===== src/rtl/cnt16_seq_pkg.sv =====
// Shared encodings and defaults for the count16 command sequencer.
package cnt16_seq_pkg;

  localparam int unsigned CNT_WIDTH_DEF   = 4;
  localparam int unsigned CNT_TIMEOUT_DEF = 20;

  typedef enum logic [1:0] {
    OP_LOAD = 2'd0,
    OP_RUN  = 2'd1,
    OP_HOLD = 2'd2,
    OP_OE   = 2'd3
  } op_e;

  typedef enum logic [2:0] {
    ST_IDLE = 3'd0,
    ST_LOAD = 3'd1,
    ST_RUN  = 3'd2,
    ST_HOLD = 3'd3,
    ST_FIN  = 3'd4
  } state_e;

endpackage


===== src/rtl/cnt16_seq_if.sv =====
// Command channel into the sequencer: valid/ready with opcode and data.
interface cnt16_seq_if
  import cnt16_seq_pkg::*;
#(
  parameter int unsigned WIDTH = CNT_WIDTH_DEF
) ();

  logic             cmd_valid;
  logic             cmd_ready;
  op_e              cmd_op;
  logic [WIDTH-1:0] cmd_data;

  modport master (output cmd_valid, output cmd_op, output cmd_data, input  cmd_ready);
  modport slave  (input  cmd_valid, input  cmd_op, input  cmd_data, output cmd_ready);

endinterface


===== src/rtl/cnt16_seq_timer.sv =====
// Loadable down-counter shared by HOLD length and RUN timeout; saturates at zero.
module cnt16_seq_timer #(
  parameter int unsigned TW = 5
) (
  input  logic          clk,
  input  logic          rst,
  input  logic          load_i,
  input  logic [TW-1:0] load_val_i,
  input  logic          dec_i,
  output logic          zero_c_o,
  output logic          one_c_o
);

  logic [TW-1:0] value_q;
  logic [TW-1:0] value_d;

  always_comb begin
    value_d = value_q;
    if (load_i) begin
      value_d = load_val_i;
    end else if (dec_i && (value_q != '0)) begin
      value_d = value_q - TW'(1);
    end
  end

  always_ff @(posedge clk) begin
    if (rst) begin
      value_q <= '0;
    end else begin
      value_q <= value_d;
    end
  end

  assign zero_c_o = (value_q == '0);
  assign one_c_o  = (value_q == TW'(1));

endmodule


===== src/rtl/cnt16_seq.sv =====
// Command sequencer driving the count16 pins (load_l, cnt_in, enable_l, oe_l).
// enable_l is the only combinational output so the counter stops exactly on target.
module cnt16_seq
  import cnt16_seq_pkg::*;
#(
  parameter int unsigned WIDTH       = CNT_WIDTH_DEF,
  parameter int unsigned TIMEOUT_CYC = CNT_TIMEOUT_DEF
) (
  input  logic             clk,
  input  logic             rst,
  cnt16_seq_if.slave       cmd,
  input  logic [WIDTH-1:0] count_i,
  output logic [WIDTH-1:0] cnt_in_o,
  output logic             load_l_o,
  output logic             enable_l_o,
  output logic             oe_l_o,
  output logic             busy_o,
  output logic             done_o,
  output logic             err_o
);

  localparam int unsigned TW = $clog2(TIMEOUT_CYC + 1);

  state_e           state_q, state_d;
  logic [WIDTH-1:0] target_q, target_d;
  logic [WIDTH-1:0] cnt_in_q, cnt_in_d;
  logic             load_l_q, load_l_d;
  logic             oe_l_q, oe_l_d;
  logic             busy_q, busy_d;
  logic             done_q, done_d;
  logic             err_q, err_d;

  logic             accept;
  logic             at_target;
  logic             tmr_load;
  logic [TW-1:0]    tmr_val;
  logic             tmr_dec;
  logic             tmr_zero;
  logic             tmr_one;

  assign accept    = cmd.cmd_valid && !busy_q;
  assign at_target = (count_i == target_q);

  cnt16_seq_timer #(.TW(TW)) u_timer (
    .clk        (clk),
    .rst        (rst),
    .load_i     (tmr_load),
    .load_val_i (tmr_val),
    .dec_i      (tmr_dec),
    .zero_c_o   (tmr_zero),
    .one_c_o    (tmr_one)
  );

  // Next-state and registered-output decode.
  always_comb begin
    state_d  = state_q;
    target_d = target_q;
    cnt_in_d = cnt_in_q;
    load_l_d = 1'b1;
    oe_l_d   = oe_l_q;
    err_d    = 1'b0;
    tmr_load = 1'b0;
    tmr_val  = '0;
    tmr_dec  = 1'b0;

    case (state_q)
      ST_IDLE: begin
        if (accept) begin
          case (cmd.cmd_op)
            OP_LOAD: begin
              state_d  = ST_LOAD;
              load_l_d = 1'b0;
              cnt_in_d = cmd.cmd_data;
            end
            OP_RUN: begin
              state_d  = ST_RUN;
              target_d = cmd.cmd_data;
              tmr_load = 1'b1;
              tmr_val  = TW'(TIMEOUT_CYC);
            end
            OP_HOLD: begin
              state_d  = ST_HOLD;
              tmr_load = 1'b1;
              tmr_val  = TW'(cmd.cmd_data);
            end
            default: begin
              state_d = ST_FIN;
              oe_l_d  = ~cmd.cmd_data[0];
            end
          endcase
        end
      end
      ST_LOAD: state_d = ST_FIN;
      ST_RUN: begin
        if (at_target) begin
          state_d = ST_FIN;
        end else if (tmr_zero) begin
          state_d = ST_FIN;
          err_d   = 1'b1;
        end else begin
          tmr_dec = 1'b1;
        end
      end
      // A zero-length hold still spends one cycle here.
      ST_HOLD: begin
        if (tmr_zero || tmr_one) begin
          state_d = ST_FIN;
        end else begin
          tmr_dec = 1'b1;
        end
      end
      ST_FIN:  state_d = ST_IDLE;
      default: state_d = ST_IDLE;
    endcase

    done_d = (state_d == ST_FIN);
    busy_d = (state_d != ST_IDLE);
  end

  always_ff @(posedge clk) begin
    if (rst) begin
      state_q  <= ST_IDLE;
      target_q <= '0;
      cnt_in_q <= '0;
      load_l_q <= 1'b1;
      oe_l_q   <= 1'b1;
      busy_q   <= 1'b0;
      done_q   <= 1'b0;
      err_q    <= 1'b0;
    end else begin
      state_q  <= state_d;
      target_q <= target_d;
      cnt_in_q <= cnt_in_d;
      load_l_q <= load_l_d;
      oe_l_q   <= oe_l_d;
      busy_q   <= busy_d;
      done_q   <= done_d;
      err_q    <= err_d;
    end
  end

  assign enable_l_o    = !((state_q == ST_RUN) && !at_target && !tmr_zero);
  assign cmd.cmd_ready = !busy_q;
  assign cnt_in_o      = cnt_in_q;
  assign load_l_o      = load_l_q;
  assign oe_l_o        = oe_l_q;
  assign busy_o        = busy_q;
  assign done_o        = done_q;
  assign err_o         = err_q;

endmodule


===== src/flat_wrapper.sv =====
// flat-port wrapper written by rule: the top's interface ports become plain ports
module cnt16_seq_flat import cnt16_seq_pkg::*;
#(
  parameter int unsigned WIDTH       = CNT_WIDTH_DEF,
  parameter int unsigned TIMEOUT_CYC = CNT_TIMEOUT_DEF
)
  (clk, rst, count_i, cnt_in_o, load_l_o, enable_l_o, oe_l_o, busy_o, done_o, err_o, cmd_cmd_valid, cmd_cmd_op, cmd_cmd_data, cmd_cmd_ready);
  cnt16_seq_if #(.WIDTH(WIDTH)) cmd_i ();
  input  logic clk;
  input  logic rst;
  input  logic [WIDTH-1:0] count_i;
  output logic [WIDTH-1:0] cnt_in_o;
  output logic load_l_o;
  output logic enable_l_o;
  output logic oe_l_o;
  output logic busy_o;
  output logic done_o;
  output logic err_o;
  input wire logic [$bits(cmd_i.cmd_valid)-1:0] cmd_cmd_valid;
  input wire logic [$bits(cmd_i.cmd_op)-1:0] cmd_cmd_op;
  input wire logic [$bits(cmd_i.cmd_data)-1:0] cmd_cmd_data;
  output wire logic [$bits(cmd_i.cmd_ready)-1:0] cmd_cmd_ready;
  assign cmd_i.cmd_valid = cmd_cmd_valid;
  assign cmd_i.cmd_op = cmd_cmd_op;
  assign cmd_i.cmd_data = cmd_cmd_data;
  assign cmd_cmd_ready = cmd_i.cmd_ready;
  cnt16_seq #(.WIDTH(WIDTH), .TIMEOUT_CYC(TIMEOUT_CYC)) u_core (.clk(clk), .rst(rst), .cmd(cmd_i), .count_i(count_i), .cnt_in_o(cnt_in_o), .load_l_o(load_l_o), .enable_l_o(enable_l_o), .oe_l_o(oe_l_o), .busy_o(busy_o), .done_o(done_o), .err_o(err_o));
endmodule

===== config.mk =====
export PLATFORM = sky130hd
export DESIGN_NAME = cnt16_seq_flat
export DESIGN_NICKNAME = d
export VERILOG_FILES = /design/src/rtl/cnt16_seq_pkg.sv /design/src/rtl/cnt16_seq_if.sv /design/src/rtl/cnt16_seq_timer.sv /design/src/rtl/cnt16_seq.sv /design/src/flat_wrapper.sv
export SDC_FILE = /design/constraint.sdc
export NUM_CORES = 1
export LEC_CHECK = 0
export BUFFER_PORTS_ARGS = -buffer_cell sky130_fd_sc_hd__clkbuf_2
export CAP_MARGIN = 20
export CORE_MARGIN = 2
export CORE_UTILIZATION = 25
export CTS_BUF_LIST = sky130_fd_sc_hd__clkbuf_8 sky130_fd_sc_hd__clkbuf_16
export CTS_CLUSTER_SIZE = 14
export DETAILED_ROUTE_END_ITERATION = 16
export PLACE_DENSITY_LB_ADDON = 0.15
export SLEW_MARGIN = 20
export SYNTH_ARGS = -nofsm -noshare
export SYNTH_HDL_FRONTEND = slang
export SYNTH_SLANG_ARGS = --single-unit
export TNS_END_PERCENT = 100

===== constraint.sdc =====
create_clock -name clk -period 5.13 [get_ports clk]
set_input_delay 0.513 -clock clk [delete_from_list [all_inputs] [get_ports clk]]
set_output_delay 0.513 -clock clk [all_outputs]
set_load 0.01 [all_outputs]

==> results of run 1 <==
[tightest hold or removal path, stage by stage, from the launching register on]
cell and delay (ps):
dfxtp_1 310, nand2_1 50, a21oi_1 50
[final cells by class]
type	count	area (um^2)	area share
clock inverter	1	3.754	0.002930
tap	50	62.56	0.04883
timing repair buffer	23	115.1	0.08984
multi-input combinational	92	619.3	0.4834
sequential	21	420.4	0.3281
clock buffer	3	41.29	0.03223
inverter	5	18.77	0.01465
[registers in the layout, summed over array words and instances, names as in the netlist]
signal,flops
u_core.target_q,4
u_core.err_o,1
u_core.load_l_o,1
u_core.u_timer.value_q,5
u_core.cnt_in_o,4
u_core.oe_l_o,1
u_core.done_o,1
u_core.state_q,3
u_core.busy_o,1
[worst min-delay path by stage]
stage,to
finish,u_core.cnt_in_o[0]
global route,u_core.target_q[2]
CTS,u_core.cnt_in_o[2]
detailed placement,u_core.cnt_in_o[2]
global placement,u_core.cnt_in_o[0]
floorplan,u_core.target_q[0]
[placed cells by master (no fill, tap or decap), types with 2 or more instances in the layout]
cell type,netlist,final
a21oi_1,13,13
a22o_1,2,2
a311oi_1,2,2
clkbuf_2,0,23
clkbuf_8,0,3
dfxtp_1,21,21
ha_1,8,8
inv_1,5,6
nand2_1,17,17
nand3_1,10,10
nor2_1,6,6
nor3b_1,3,3
o21ai_0,3,3
or2_2,2,2
or3_1,2,2
xnor2_1,5,5
[logic make-up after synthesis]
family,count (synthesis),synth area share
mux,1,0.009303
fa+ha+maj,8,0.09303
xor+xnor,5,0.04070
buf+inv,9,0.03372
flops,21,0.3907
compound gates,28,0.1954
simple gates,50,0.2372
[per-layer routing]
metal	global-route usage	vias up	wire length, um
met5	0	-	0
met2	0.1763	23	1073
li1	-	477	-
met4	0.01307	0	11
met3	0.03343	2	125
met1	0.1338	417	1225
[where the power goes]
| group | switching [W] | total [W] | internal, W |
|---|---|---|---|
| Sequential | 0.0000128 | 0.000191 | 0.000178 |
| Clock | 0.0000531 | 0.000106 | 0.0000533 |
| Combinational | 0.0000666 | 0.000110 | 0.0000433 |
| Total | 0.000132 | 0.000407 | 0.000275 |
[through the flow]
| stage | utilization | cell area [um^2] | hold WS (ps) | power [W] | std cells |
|---|---|---|---|---|---|
| 2_1_floorplan | - | 1076 | 448.8 | 0.0002752 | 122 |
| 3_3_place_gp | 0.3047 | 1236 | 444.9 | 0.0003063 | 191 |
| 3_5_place_dp | 0.3047 | 1236 | 449.6 | 0.0003053 | 191 |
| 4_1_cts | 0.3158 | 1281 | 464.2 | 0.0004136 | 195 |
| 5_1_grt | 0.3158 | 1281 | 496.5 | 0.0004352 | 195 |
| 6_report | 0.3158 | 1281 | 460.9 | 0.0004071 | 195 |
==> impl_metrics.yaml, run 1 <==
timing:
  rsz0062_at_grt: "no"
  period_minus_slack_ps: 2050
  worst_slew_pin_slew_ps: 522.3
  setup_viol: 0
  slew_headroom: 0.6518
  fin_tns_setup_ps: 0
  finalWorstSetupSlack_ps: 3080
  fin_skew_ps: 2.100
  post-route-period-util: 0.3996
  timing.final.hold_violations: 0
  timing.fmax_mhz: 487.9
  drv_slew: 0
synthesis:
  ys_ff_latch: 21
  synthDistinctLibCells: 36
  netlist_area_mm2: 0.001076
  yosysTopAreaCellShare: 0.3907
  async_flop_share: 0
  yosysMostFrequentCell: "dfxtp_1"
  ys_top_cells_by_area: "dfxtp_1, ha_1, a21oi_1"
  synth_cells: 122
  syn_nets: 143
  yosys.area.top_type: "dfxtp_1"
  yosysWarnings: 0
  synth_area_per_cell_um2: 8.820
  yosysSeqAreaShare: 0.3907
  ys.flop_type: "dfxtp_1"
  synth-edff-count: 0
  synth_common_cells: "dfxtp_1, nand2_1, a21oi_1"
setup_path:
  cp_top_family: "compound AO/OA/AOI/OAI gates"
  reg2reg_slack_ps: 3080
  path_depth: 7
  path_cells: "inv_1, ha_1, or2_4, a211oi_4, a31oi_4, or3_1, a311oi_1"
  reg2reg_from: "u_core.u_timer.value_q[0]"
  timing_worst_setup_path_type: "flip-flop to flip-flop"
  cp_slowest_cell: "dfxtp_1"
  crit_required_ps: 5300
  critPathMaxFanout: 9
  rr_endpoint: "u_core.u_timer.value_q[3]"
  startpoint_type: "flip-flop"
  cp.arrival_ps: 2220
  worst-path-buf-inv: 1
  crit_path_start: "u_core.u_timer.value_q[0]"
  reg2regPathDepth: 7
  max_stage_delay_ps: 400
  crit_path_end_kind: "flip-flop"
  crit_end: "u_core.u_timer.value_q[3]"
floorplanning:
  initial_utilization: 0.2652
  io_pins: 24
  die_area_mm2: 0.004845
  rows: 23
  fp.dieW_um: 69.61
  fp.dieH_um: 69.61
  core_mm2: 0.004058
route:
  viasPerCell: 4.713
  avgRoutedWirePerCell_um: 12.49
  dr.pass1.iters: 4
  drc: 0
  wl_mm: 2.436
  dr.first_iter.drc_count: 36
  ant_nets: 0
  routed-via-count: 919
cells_and_area:
  nFillCells: 435
  drive_gt1_frac: 0.2345
  fin_nets: 167
  syn2layout_area_growth_pct: 19.07
  antenna_cells: 0
min_path:
  min_path_type: "flip-flop to flip-flop"
  min_from: "u_core.cnt_in_o[0]"
  worstHoldPathCells: 2
grt:
  grt_remaining_overflow: 0
  grt_max_degree: 17
  antenna_found_initial: 0
  track_usage: 0.1046
  grt_pass1_wl_mm: 4.181
  grt_pass1_vias: 925
clock_tree:
  ctsHtreeMaxLevel: 1
  cts.sinks: 21
  clock_latency_ps: 260
  post_cts_buffers: 0
  tritoncts: "done"
  holdBufCountCts: 0
  cts_buffer_depth: 2
  clk_pin_slew_worst_paths_ps: 80
  cts_made_buffers: 3
  root_buffer: "clkbuf_8"
  post_cts_resized: 0
power:
  p_per_area_mw_per_mm2: 317.7
  peakVddDrop_uv: 137.4
  leakagePower_nw: 0.5112
placed_design:
  place_ws_ps: 3073
  portBuffers: 23
  place.gp.congestion: 0.7160
  hpwlAfterDp_mm: 1.948
run_status:
  status: "finished clean"
flow_run:
  cap_viol_max_count: 0
Power figures use the tool's default switching activity.
==> run 2: changes to the inputs <==
Settings changed: ABC_AREA from default to 1.
Clock period 5.13 ns to 2 ns, I/O delays scaled along.
==> run 2 against run 1 <==
Worst setup slack got worse by 2800 ps. First-iteration DRC count increased by 50%. Critical path depth decreased by 2. Largest power group unchanged.
==> impl_metrics.yaml, run 2 <==
run_status:
  status: "finished clean"
route:
  dr.pass1.iters: 4
  drc: 0
  dr.first_iter.drc_count: 54
  avgRoutedWirePerCell_um: 10.61
  wl_mm: 2.578
  wl_met1_mm: 1.321
  viasPerCell: 4.267
  met2_length_mm: 1.138
  ant_nets: 0
  met3RoutedLength_um: 91
  routed-via-count: 1037
  highest_layer: "met4"
floorplanning:
  rows: 24
  initial_utilization: 0.2628
  core_mm2: 0.004384
  fp.dieW_um: 71.89
  io_pins: 24
  fp.dieH_um: 71.89
  die_area_mm2: 0.005168
timing:
  drv_slew: 0
  timing.final.hold_violations: 0
  rsz0062_at_grt: "no"
  slew_headroom: 0.7271
  fin_tns_setup_ps: 0
  fin_skew_ps: 1.770
  setup_viol: 0
  post-route-period-util: 0.8535
  timing.fmax_mhz: 585.8
  period_minus_slack_ps: 1707
  worst_slew_pin_slew_ps: 408.8
clock_tree:
  cts_buffer_depth: 2
  root_buffer: "clkbuf_8"
  ctsHtreeMaxLevel: 1
  clk_pin_slew_worst_paths_ps: 80
  clock_latency_ps: 260
  post_cts_resized: 0
  tritoncts: "done"
  cts_made_buffers: 3
  cts.sinks: 21
  holdBufCountCts: 0
  post_cts_buffers: 0
setup_path:
  cp_slowest_cell: "dfxtp_1"
  crit_required_ps: 1800
  worst-path-buf-inv: 2
  timing_worst_setup_path_type: "flip-flop to output port"
  path_cells: "inv_1, ha_1, nand3_1, nand3_2, clkbuf_2"
  startpoint_type: "flip-flop"
  reg2reg_from: "u_core.u_timer.value_q[0]"
  reg2regPathDepth: 9
  crit_path_end_kind: "output port"
  rr_endpoint: "u_core.busy_o"
  cp_top_family: "simple AND/OR/NAND/NOR gates"
  cp.arrival_ps: 1510
  path_depth: 5
  crit_path_start: "u_core.u_timer.value_q[0]"
  critPathMaxFanout: 7
  reg2reg_slack_ps: 460
  max_stage_delay_ps: 360
  crit_end: "enable_l_o"
power:
  total_power_w: 0.001299
  leakagePower_nw: 0.6747
  p_per_area_mw_per_mm2: 945.7
  peakVddDrop_uv: 360.1
synthesis:
  yosysMostFrequentCell: "nand2_1"
  yosys.area.top_type: "dfxtp_1"
  ys.flop_type: "dfxtp_1"
  synth_cells: 165
  async_flop_share: 0
  ys_top_cells_by_area: "dfxtp_1, nand2_1, ha_1"
  ys_ff_latch: 21
  synth_area_per_cell_um2: 6.984
  synth_common_cells: "nand2_1, inv_1, nor2_1"
  netlist_area_mm2: 0.001152
  synth-edff-count: 0
  synthDistinctLibCells: 20
  yosysWarnings: 0
  yosysSeqAreaShare: 0.3648
  syn_nets: 186
  yosysTopAreaCellShare: 0.3648
placed_design:
  place.gp.congestion: 0.7688
  placedInstanceArea_mm2: 0.001328
  dp_cells: 239
  portBuffers: 23
  hpwlAfterDp_mm: 2.065
grt:
  grt_max_degree: 15
  track_usage: 0.1082
  grt_pass1_wl_mm: 4.367
  antenna_found_initial: 0
  grt_remaining_overflow: 0
  grt_pass1_vias: 940
cells_and_area:
  drive_gt1_frac: 0.1937
  antenna_cells: 0
  fin_area_mm2: 0.001374
  layout_common_cells: "nand2_1, inv_1, clkbuf_2, nor2_1, dfxtp_1"
  final_cells: 243
  fin_nets: 213
  syn2layout_area_growth_pct: 19.22
  largest_reg_flops: 5
  utilization: 0.3134
  final_common_cell: "nand2_1"
  top_register: "u_core.u_timer.value_q"
min_path:
  min_path_type: "input port to flip-flop"
flow_run:
  cap_viol_max_count: 0
run 2: area by class of cell:
type / instances / area (um^2)
Clock buffer: 3 / 41.29
Clock inverter: 1 / 5.005
Fill cell: 507 / 3010
Inverter: 26 / 97.59
Multi-Input combinational cell: 117 / 629.4
Sequential cell: 21 / 420.4
Tap cell: 52 / 65.06
Timing Repair Buffer: 23 / 115.1
run 2: per-layer routing:
layer / vias up / GRT usage
met5: - / 0
met4: 0 / 0.05031
met3: 2 / 0.01806
met2: 15 / 0.1656
met1: 455 / 0.1489
li1: 565 / -
run 2: how the worst min path moves through the flow:
stage,from,depth (start not counted),endpoint,slack [ps]
global route,rst,2,u_core.u_timer.value_q[4],200
detailed placement,u_core.oe_l_o,2,u_core.oe_l_o,470
CTS,rst,2,u_core.u_timer.value_q[4],190
global placement,u_core.target_q[3],2,u_core.target_q[3],460
floorplan,rst,1,u_core.u_timer.value_q[4],260
finish,rst,2,u_core.u_timer.value_q[4],200
run 2: kinds of logic (layout without fill, tap and decap cells):
kind of cell / count (synthesis) / count (layout) / share of synthesized area
compound gates: 25 / 25 / 0.1216
buf+inv: 27 / 53 / 0.08903
fa+ha+maj: 8 / 8 / 0.08687
xor+xnor: 3 / 3 / 0.02281
flops: 21 / 21 / 0.3648
simple gates: 81 / 81 / 0.3149
run 2: metrics by stage:
step                      hold WS [ps]  worst slack, ps
after global routing             200.3            169.5
after global placement           465.0            432.5
after detailed placement         468.6            417.8
final                            198.0            293.0
after CTS                        192.4            286.1
after floorplan                  262.4            680.4
run 2: power breakdown:
| part | switching, W | internal (W) |
|---|---|---|
| combinational | 0.000314 | 0.000186 |
| clock | 0.000150 | 0.000139 |
| sequential | 0.0000343 | 0.000476 |
==> run 3: changes to the inputs <==
Settings changed: BUFFER_PORTS_ARGS -buffer_cell sky130_fd_sc_hd__clkbuf_2 to default, CORE_MARGIN 2 to default, DONT_BUFFER_PORTS from default to 1.
==> run 3 against run 2 <==
Cell count is 8.6% lower. Die area shrank 5.5%. Total power fell by 3.1%. Register-to-register slack barely moved. Critical path depth is 3 higher. Sequential share of layout area increased by 2.3 points. First-iteration DRC count down 48%. Largest power group unchanged.
==> impl_metrics.yaml, run 3 (same netlist as run 2, synthesis figures left out) <==
setup_path:
  crit_path_start: "u_core.u_timer.value_q[0]"
  reg2regPathDepth: 8
  reg2reg_slack_ps: 460
  startpoint_type: "flip-flop"
  crit_required_ps: 2170
  crit_path_end_kind: "flip-flop"
  cp.arrival_ps: 1710
  critPathMaxFanout: 7
  timing_worst_setup_path_type: "flip-flop to flip-flop"
  reg2reg_from: "u_core.u_timer.value_q[0]"
  crit_end: "u_core.u_timer.value_q[1]"
  rr_endpoint: "u_core.u_timer.value_q[1]"
grt:
  track_usage: 0.1182
  grt_pass1_vias: 968
  grt_remaining_overflow: 0
  antenna_found_initial: 0
  grt_max_degree: 15
  grt_pass1_wl_mm: 4.574
timing:
  post-route-period-util: 0.7705
  finalWorstSetupSlack_ps: 459.1
  rsz0062_at_grt: "no"
  timing.final.hold_violations: 0
  timing.fmax_mhz: 649.0
  fin_skew_ps: 3.536
  setup_viol: 0
  slew_headroom: 0.7161
  period_minus_slack_ps: 1541
  worst_slew_pin_slew_ps: 425.4
  hold_slack_ps: 47.15
  fin_tns_setup_ps: 0
  drv_slew: 0
placed_design:
  place_ws_ps: 462.3
  placedInstanceArea_mm2: 0.001212
  portBuffers: 0
  hpwlAfterDp_mm: 2.138
  dp_cells: 216
  place.gp.congestion: 0.8872
clock_tree:
  clk_pin_slew_worst_paths_ps: 80
  post_cts_resized: 0
  holdBufCountCts: 2
  ctsHtreeMaxLevel: 1
  clock_latency_ps: 260
  root_buffer: "clkbuf_8"
  cts.sinks: 21
  cts_made_buffers: 3
  cts_buffer_depth: 2
  tritoncts: "done"
  post_cts_buffers: 0
min_path:
  worstHoldPathCells: 2
  min_from: "rst"
  min_path_type: "input port to flip-flop"
power:
  leakagePower_nw: 0.5862
  clock_power_share: 0.229
  p_int_w: 0.0007781
  swShare: 0.3816
  seqPwrFrac: 0.416
  comb_power_share: 0.356
  p_sw_w: 0.0004802
  p_per_area_mw_per_mm2: 984.1
  peakVddDrop_uv: 319.2
cells_and_area:
  antenna_cells: 0
  drive_gt1_frac: 0.08235
  top_register: "u_core.u_timer.value_q"
  layout_common_cells: "nand2_1, inv_1, nor2_1, dfxtp_1, o21ai_0"
  final_common_cell: "nand2_1"
  final_cells: 222
  syn2layout_area_growth_pct: 10.97
  largest_reg_flops: 5
  fin_area_mm2: 0.001279
  fin_nets: 192
route:
  dr.first_iter.drc_count: 28
  wl_met1_mm: 1.317
  highest_layer: "met4"
  ant_nets: 0
  dr.pass1.iters: 4
  met2_length_mm: 1.199
  avgRoutedWirePerCell_um: 12.04
  met3RoutedLength_um: 128
  routed-via-count: 1009
  wl_mm: 2.672
  viasPerCell: 4.545
  drc: 0
flow_run:
  cap_viol_max_count: 0
run_status:
  status: "finished clean"
floorplanning:
  die_area_mm2: 0.004885
  rows: 24
  initial_utilization: 0.2628
  fp.dieH_um: 69.89
  io_pins: 24
  core_mm2: 0.004384
  fp.dieW_um: 69.89
-- run 3: worst max-delay path, stage by stage, from the launching register on --
cell	delay, ps
dfxtp_1	350
inv_1	90
ha_1	210
nand3_1	160
nand3_2	250
nand2_4	160
inv_2	70
nor2_2	100
nor2_1	40
-- run 3: worst min-delay path by stage --
stage	endpoint	slack, ps
2_1_floorplan	u_core.u_timer.value_q[4]	260
3_3_place_gp	u_core.u_timer.value_q[4]	270
3_5_place_dp	u_core.u_timer.value_q[4]	270
4_1_cts	u_core.oe_l_o	40
5_1_grt	u_core.oe_l_o	70
6_report	u_core.oe_l_o	50
-- run 3: final cells by class --
class                           count  area [um^2]
Multi-Input combinational cell    117        629.4
Sequential cell                    21        420.4
Fill cell                         485         3105
Inverter                           26        97.59
Tap cell                           52        65.06
Clock buffer                        3        41.29
Clock inverter                      1        5.005
Timing Repair Buffer                2        20.02
-- run 3: routing by layer --
metal	track usage	up-vias
met4	0.03333	0
met3	0.03896	2
met1	0.1517	466
met2	0.1891	16
li1	-	525
met5	0	-
-- run 3: stage by stage --
stage	util	power, W
6_report	0.2917	0.001258
5_1_grt	0.2917	0.001363
4_1_cts	0.2917	0.001278
3_5_place_dp	0.2765	0.0009809
3_3_place_gp	0.2765	0.0009798
2_1_floorplan	-	0.0008951
-- run 3: power by group through the flow --
stage | Combinational, W | Sequential, W | Clock [W]
after floorplan | 0.000370 | 0.000525 | 0
after global placement | 0.000447 | 0.000533 | 0
after detailed placement | 0.000447 | 0.000533 | 0
after CTS | 0.000453 | 0.000523 | 0.000301
after global routing | 0.000515 | 0.000528 | 0.000320
final | 0.000448 | 0.000523 | 0.000288
